`config.mk`:
```
export PLATFORM = sky130hd
export DESIGN_NAME = button_event_reg
export DESIGN_NICKNAME = d
export VERILOG_FILES = /design/src/rtl/button_pkg.sv /design/src/rtl/button_debounce.sv /design/src/rtl/button_event_reg.sv
export SDC_FILE = /design/constraint.sdc
export NUM_CORES = 1
export LEC_CHECK = 0
export BUFFER_PORTS_ARGS = -buffer_cell sky130_fd_sc_hd__buf_2
export CORE_MARGIN = 4
export CORE_UTILIZATION = 61
export DETAILED_ROUTE_END_ITERATION = 16
export PLACE_DENSITY = 0.82
export SLEW_MARGIN = 20
export SYNTH_ARGS = -nofsm -noshare
export SYNTH_HDL_FRONTEND = slang
export SYNTH_HIERARCHICAL = 1
export SYNTH_SLANG_ARGS = --single-unit
```
`constraint.sdc`:
```
create_clock -name clk -period 3 [get_ports clk]
set_input_delay 0.6 -clock clk [delete_from_list [all_inputs] [get_ports clk]]
set_output_delay 0.6 -clock clk [all_outputs]
set_load 0.1 [all_outputs]
```
`src/rtl/button_pkg.sv`:
```
// Shared field layout and helpers for the button event register.
package button_pkg;

  localparam int BTN_EMPTY = 0;

  function automatic int btn_valid_bit(input int data_w);
    return data_w - 1;
  endfunction

  function automatic int btn_ovf_bit(input int data_w);
    return data_w - 2;
  endfunction

  function automatic int btn_idx_w(input int n_btn);
    return (n_btn > 1) ? $clog2(n_btn) : 1;
  endfunction

endpackage

```
`src/rtl/button_debounce.sv`:
```
// One button channel: 2-flop synchroniser, stability counter, debounced level
// and a one-cycle press pulse on each debounced 0->1 transition.
module button_debounce #(
  parameter int DEB_CYCLES = 4
) (
  input  logic clk,
  input  logic reset,
  input  logic btn,
  output logic press
);

  localparam int CNT_W = (DEB_CYCLES > 1) ? $clog2(DEB_CYCLES + 1) : 1;

  logic             sync_p0;
  logic             sync_p1;
  logic             level;
  logic [CNT_W-1:0] cnt;

  always_ff @(posedge clk) begin
    if (!reset) begin
      sync_p0 <= 1'b0;
      sync_p1 <= 1'b0;
      level   <= 1'b0;
      cnt     <= '0;
      press   <= 1'b0;
    end else begin
      sync_p0 <= btn;
      sync_p1 <= sync_p0;
      press   <= 1'b0;
      // Level flips only after DEB_CYCLES consecutive disagreeing samples.
      if (sync_p1 != level) begin
        if (cnt == CNT_W'(DEB_CYCLES - 1)) begin
          level <= ~level;
          cnt   <= '0;
          press <= ~level;
        end else begin
          cnt <= cnt + 1'b1;
        end
      end else begin
        cnt <= '0;
      end
    end
  end

endmodule

```
`src/rtl/button_event_reg.sv`:
```
// N-channel button front end: debounced presses are queued through a
// lowest-index-first arbiter into a small FIFO that the CPU pops per read edge.
module button_event_reg
  import button_pkg::*;
#(
  parameter int N_BTN      = 2,
  parameter int DEB_CYCLES = 4,
  parameter int FIFO_DEPTH = 4,
  parameter int DATA_W     = 8
) (
  input  logic              clk,
  input  logic              reset,
  input  logic [N_BTN-1:0]  btn,
  input  logic              button_read,
  output logic [DATA_W-1:0] button_op,
  output logic              evt_pending,
  output logic              fifo_full
);

  localparam int IDX_W     = btn_idx_w(N_BTN);
  localparam int PTR_W     = $clog2(FIFO_DEPTH);
  localparam int CNT_W     = PTR_W + 1;
  localparam int VALID_BIT = btn_valid_bit(DATA_W);
  localparam int OVF_BIT   = btn_ovf_bit(DATA_W);

  logic [N_BTN-1:0] press;
  logic [N_BTN-1:0] pending;
  logic [N_BTN-1:0] grant_oh;
  logic [IDX_W-1:0] grant_idx;
  logic             push;
  logic             pop;
  logic             rd_prev;
  logic             rd_edge;
  logic             not_empty;
  logic             full;
  logic             ovf;
  logic             ovf_set;
  logic [IDX_W-1:0] mem [FIFO_DEPTH];
  logic [PTR_W-1:0] wr_ptr;
  logic [PTR_W-1:0] rd_ptr;
  logic [CNT_W-1:0] count;
  logic [DATA_W-1:0] rd_word;

  for (genvar g = 0; g < N_BTN; g++) begin : g_chan
    button_debounce #(
      .DEB_CYCLES(DEB_CYCLES)
    ) u_deb (
      .clk  (clk),
      .reset(reset),
      .btn  (btn[g]),
      .press(press[g])
    );
  end

  assign rd_edge   = button_read & ~rd_prev;
  assign not_empty = (count != '0);
  assign full      = (count == CNT_W'(FIFO_DEPTH));
  assign pop       = rd_edge & not_empty;

  // A pop frees the slot in the same cycle, so a full FIFO can still accept.
  always_comb begin
    grant_idx = '0;
    for (int i = N_BTN - 1; i >= 0; i--) begin
      if (pending[i]) grant_idx = IDX_W'(i);
    end
    push = (pending != '0) && (!full || pop);
    for (int i = 0; i < N_BTN; i++) begin
      grant_oh[i] = push && (grant_idx == IDX_W'(i));
    end
  end

  assign ovf_set = |(press & pending & ~grant_oh);

  always_comb begin
    rd_word               = '0;
    rd_word[VALID_BIT]    = 1'b1;
    rd_word[OVF_BIT]      = ovf;
    rd_word[IDX_W-1:0]    = mem[rd_ptr];
  end

  always_ff @(posedge clk) begin
    if (push) mem[wr_ptr] <= grant_idx;
  end

  always_ff @(posedge clk) begin
    if (!reset) begin
      rd_prev     <= 1'b0;
      pending     <= '0;
      wr_ptr      <= '0;
      rd_ptr      <= '0;
      count       <= '0;
      ovf         <= 1'b0;
      button_op   <= DATA_W'(BTN_EMPTY);
      evt_pending <= 1'b0;
      fifo_full   <= 1'b0;
    end else begin
      rd_prev <= button_read;
      pending <= (pending & ~grant_oh) | press;
      if (push) wr_ptr <= wr_ptr + 1'b1;
      if (pop)  rd_ptr <= rd_ptr + 1'b1;
      case ({push, pop})
        2'b10:   count <= count + 1'b1;
        2'b01:   count <= count - 1'b1;
        default: count <= count;
      endcase
      if (rd_edge) button_op <= pop ? rd_word : DATA_W'(BTN_EMPTY);
      ovf         <= (ovf & ~pop) | ovf_set;
      evt_pending <= not_empty;
      fifo_full   <= full;
    end
  end

endmodule

```
# After elaboration in Yosys (flattened, before gate mapping)
# Memories as Yosys holds them, arrays and structs flattened. A register that Yosys moved wholly into a read port is not among the register bits.
# Index checks and enable logic that the tools add are counted.
# totals
latchBits	0
ram_bits	4
output_inout_bits	10
mem_count	1
regBits	35
rom_bits	0
# op_classes
reduce_logical	15
shift	0
bitwise	17
n_eq_ne	7
div_mod_pow	0
mul	0
add_sub_neg	6
n_lt_le_gt_ge	0
muxes	8
# mem_list
memory	words	width	read_ports	rd_clocked_by_memory_dff	write_ports	line	source
mem	4	1	1	1	1	button_event_reg.sv:38	logic [IDX_W-1:0] mem [FIFO_DEPTH];
# op_table
op	n
3-bit by 1-bit adder with 3-bit output (second input constant)	3
8-bit two-way mux	1
1-bit NOT	8
2-bit bitwise AND	3
3-bit by 2-bit == test with 1-bit output (second input constant)	2
3-bit case mux with 2 select lines	1
3-bit AND reduction	2
3-bit OR reduction	2
2-bit by 1-bit adder with 2-bit output (second input constant)	2
1-bit two-way mux	4
2-bit two-way mux	2
2-bit AND reduction	2
2-bit nonzero test	2
1-bit bitwise AND	3
3-bit == test (second input constant)	1
1-bit logical AND	3
3-bit nonzero test	1
3-bit by 1-bit subtractor with 3-bit output (second input constant)	1
2-bit by 1-bit == test with 1-bit output (second input constant)	1
2-bit == test (second input constant)	1
1-bit inequality test	2
2-bit NOT	1
2-bit bitwise OR	1
2-bit OR reduction	1
3 further kinds	3

# Depth between registers and ports, before layout
# logic_depth
ltp_word	10
mapped_depth	9
ltp_nobuf	9

# Hierarchy
# Netlist, hierarchy kept.
# by_module_without_submodules
mod	seq_area_each_um2	cells_each	n_inst	area_each_um2
button_event_reg	480.5	94	1	1013.5
button_debounce	140.1	19	2	247.7

# Least setup slack after synthesis
# OpenSTA, ideal clock, no wires.
# synth_timing
kind	input -> register
startpoint	input port button_read
endpoint	register count[2]
t_required_ns	2.924
t_arrival_ns	2.004
cell_stages	9
slack_ns	0.920
path_cell_list	nand2b_4 a21oi_4 inv_1 ha_1 inv_1 fa_1 xor2_1 or3_1 a21boi_0
# synth_between
elab_chain_len	6
word_cells_on_any_way	8
classes_between	2 x eq/ne; 1 x mux; 2 x bitwise; 3 x reduce/logical
# synth_rtl
item	line	source
start, declared	button_event_reg.sv:14	input logic button_read,
1-bit bitwise AND *	button_event_reg.sv:55	assign rd_edge = button_read & ~rd_prev;
1-bit bitwise AND *	button_event_reg.sv:58	assign pop = rd_edge & not_empty;
1-bit logical OR	button_event_reg.sv:66	push = (pending != '0) && (!full || pop);
1-bit logical AND	button_event_reg.sv:66	
2-bit by 1-bit == test with 1-bit output or 2-bit == test (tied branches)	button_event_reg.sv:101	case ({push, pop})
3-bit case mux with 2 select lines or 2-bit nonzero test (tied branches)	n/a	
end signal, assigned	button_event_reg.sv:102	2'b10: count <= count + 1'b1;
end signal, assigned	button_event_reg.sv:103	2'b01: count <= count - 1'b1;
end signal, assigned	button_event_reg.sv:104	default: count <= count;
end, declared	button_event_reg.sv:41	logic [CNT_W-1:0] count;
# Mark *: on every way between the ends. The rest lies on a longest branch, timed or not.
# A chain may end at the register's enable or synchronous reset.

# Worst setup path after layout
# layout_timing
startpoint	register count[2]
endpoint	register count[2]
# layout_between
elab_chain_len	6
word_cells_on_any_way	12
classes_between	2 x add/sub; 3 x eq/ne; 1 x mux; 1 x bitwise; 5 x reduce/logical
# layout_rtl
item	line
3-bit == test or 3-bit nonzero test (tied branches)	button_event_reg.sv:57, button_event_reg.sv:56
1-bit zero test or 1-bit bitwise AND (tied branches)	button_event_reg.sv:66, button_event_reg.sv:58
1-bit logical OR	button_event_reg.sv:66
1-bit logical AND	button_event_reg.sv:66
2-bit by 1-bit == test with 1-bit output or 2-bit == test (tied branches)	button_event_reg.sv:101
3-bit case mux with 2 select lines or 2-bit nonzero test (tied branches)	n/a
# Parallel ways exist; a longest one is shown, timed or not.

==> flow_metrics.env <==
export IMPL_final_layout_size_suffix_gt1_frac=0.199
export IMPL_slowest_stage="dfxtp_1"
export IMPL_status="finished clean"
export IMPL_ir_drop_uv=370
export IMPL_antenna_found_initial=0
export IMPL_viasPerCell=5.25
export IMPL_rsz0062_at_grt="no"
export IMPL_die_h_um=57.7
export IMPL_cts_setup_buffers=0
export IMPL_hp_start="g_chan[1].u_deb/cnt[0]"
export IMPL_rrSetupSlack_ps=740
export IMPL_core_mm2=0.00228
export IMPL_path_cells="nor3b_2, a21oi_4, inv_1, ha_1, inv_1, fa_1, xor2_1, or3_1, a21boi_0"
export IMPL_grt_pass1_wl_um=4110
export IMPL_pre_cts_slack_ps=673
export IMPL_internal_power_w=0.000672
export IMPL_syn2layout_area_growth_pct=8.29
export IMPL_async_reset_ff_frac=0
export IMPL_cts_max_level=2
export IMPL_syn_avg_cell_area_um2=11.4
export IMPL_final_antenna_net_count=0
export IMPL_hold_viol_final=0
export IMPL_io_pins=15
export IMPL_clockBufferDepth=2
export IMPL_routed_wl_um=2290
export IMPL_final_common_cell="dfxtp_1"
export IMPL_cp_end_kind="flip-flop"
export IMPL_die_w_um=57.7
export IMPL_clk_pin_slew_ps=100
export IMPL_placed_cell_area_mm2=0.00156
export IMPL_cts_sinks=36
export IMPL_portBuffers=9
export IMPL_netlist_instances=132
export IMPL_sequentialPowerShare=0.571
export IMPL_reg2reg_depth=9
export IMPL_clkPwrFrac=0.375
export IMPL_drc=0
export IMPL_clk_latency_ps=330
export IMPL_required_ps=3260
export IMPL_p_leak_nw=0.638
export IMPL_hold_path_cell_count=1
export IMPL_worstPathArrival_ps=2520
export IMPL_maxSlewViolCount=0
export IMPL_fmax_mhz=443
export IMPL_switching_power_w=0.000187
export IMPL_grt_max_degree=37
export IMPL_antenna_cells=0
export IMPL_slowest_delay_ps=400
export IMPL_start_util=0.663
export IMPL_cap_viol_max_count=0
export IMPL_worstSetupPathType="flip-flop to flip-flop"
export IMPL_worst_slack_ps=743
export IMPL_clock_root_buffer="clkbuf_4"
export IMPL_setup_tns_ps=0
export IMPL_skew_ps=4.60
export IMPL_placed_cells=166
export IMPL_reg2reg_from="count[2]"
export IMPL_postLayoutCellArea_mm2=0.00163
export IMPL_synth_ff_latch_count=36
export IMPL_p_per_area_mw_per_mm2=526
export IMPL_yosys_warnings=6
export IMPL_cts_resized_gates=0
export IMPL_swShare=0.218
export IMPL_drt_wirelength_per_cell_um=13.1
export IMPL_post_dp_hpwl_um=1630
export IMPL_setup_viol=0
export IMPL_dr_pass1_iters=4
export IMPL_drtIter0Drc=20
export IMPL_die_area_mm2=0.00333
export IMPL_netlist_area_mm2=0.00151
export IMPL_critPathLaunchType="flip-flop"
export IMPL_vias=913
export IMPL_seq_area_frac_synth=0.504
export IMPL_tritoncts="yes"
export IMPL_cpMostUsedCell="inv_1"
export IMPL_fin_cells=174
export IMPL_hold_buffers=0
export IMPL_ys_flop_type="dfxtp_1"
export IMPL_combPwrFrac=0.054
export IMPL_first_global_vias=980
export IMPL_cts_buffers=5
export IMPL_timing_final_crit_share=0.752
export IMPL_timing_critical_path_from="count[2]"
export IMPL_rows=17
export IMPL_cp_max_fo=8
export IMPL_gp_congestion=0.698
export IMPL_grt_usage=0.169
export IMPL_nNetsFinal=160
export IMPL_grt_overflow=0
export IMPL_hold_path_class="flip-flop to flip-flop"
export IMPL_mostFrequentLayoutCells="dfxtp_1 (32), and2_1 (16), ha_1 (9), buf_2 (9), inv_1 (8)"
export IMPL_fin_crit_ps=2260
export IMPL_synth_cell_types=36
export IMPL_synth_edff_count=4
## worst max-delay path: cells and delay by family (launching register included)
family	cells	cell delay [ps]
buf+inv	2	130
flops	1	400
xor+xnor	1	160
fa+ha+maj	2	540
simple gates	2	650
compound gates	2	310
## power groups by stage
stage	Combinational, W	Sequential [W]	Clock (W)
CTS	0.0000462	0.000491	0.000331
finish	0.0000461	0.000491	0.000322
detailed placement	0.0000460	0.000502	0
global placement	0.0000450	0.000502	0
floorplan	0.0000445	0.000501	0
global route	0.0000489	0.000492	0.000361
## through the flow
stage               hold WS [ps]  power [W]  utilization
floorplan                    407   0.000546            -
global placement             414   0.000547        0.684
detailed placement           431   0.000548        0.684
CTS                          446   0.000868        0.718
global route                 451   0.000902        0.718
finish                       442   0.000859        0.718
## flip-flops by register name, indices dropped and copies added, names as in the netlist, named ones only
signal,flops
ovf,1
g_chan.u_deb/press,2
evt_pending,1
wr_ptr,2
g_chan.u_deb/cnt,6
rd_ptr,2
rd_prev,1
count,3
g_chan.u_deb/sync_p0,2
g_chan.u_deb/level,2
mem,4
fifo_full,1
pending,2
g_chan.u_deb/sync_p1,2
button_op,3
## cell usage after synthesis, drive strengths merged (2+ instances only)
cell	count	share of area
and4bb	2	0.017
nor2	2	0.0099
and4b	2	0.015
nand2	6	0.015
inv	8	0.020
a21oi	3	0.017
xor2	3	0.017
edfxtp	4	0.080
nand3	3	0.0099
clkbuf	2	0.0058
ha	9	0.075
nor4b	4	0.023
buf	5	0.025
mux2i	2	0.013
nor3b	2	0.017
and2	17	0.072
nor2b	6	0.025
dfxtp	32	0.42
o211ai	2	0.0099
xnor2	4	0.023
o21ai	3	0.0099
## routing by layer
metal / up-vias / track usage / wire, um
met2: 22 / 0.285 / 1180
li1: 462 / - / -
met4: 0 / 0.0927 / 53
met1: 418 / 0.167 / 924
met5: - / 0 / 0
met3: 11 / 0.0846 / 127
## area by class of cell
type,count,area [um^2]
clock buffers,6,41.3
repair buffers,9,45.0
multi-input cells,85,687
inverters,8,30.0
flip-flops and latches,36,761
fillers,170,642
clock inverters,2,35.0
well taps,28,35.0
## kinds of logic (layout without fill, tap and decap cells)
group,after synthesis,count (layout),synth area share
buf+inv,15,25,0.0506
compound gates,11,11,0.0531
fa+ha+maj,10,10,0.0879
simple gates,49,49,0.233
flops,36,36,0.504
mux,3,3,0.0282
other cells,1,5,0.00249
xor+xnor,7,7,0.0406
## final timing paths
path	end
setup / recovery	count[2]
hold / removal	g_chan[1].u_deb/cnt[0]
setup reg to reg	count[2]
hold reg to reg	g_chan[1].u_deb/cnt[0]
Power figures use the tool's default switching activity.
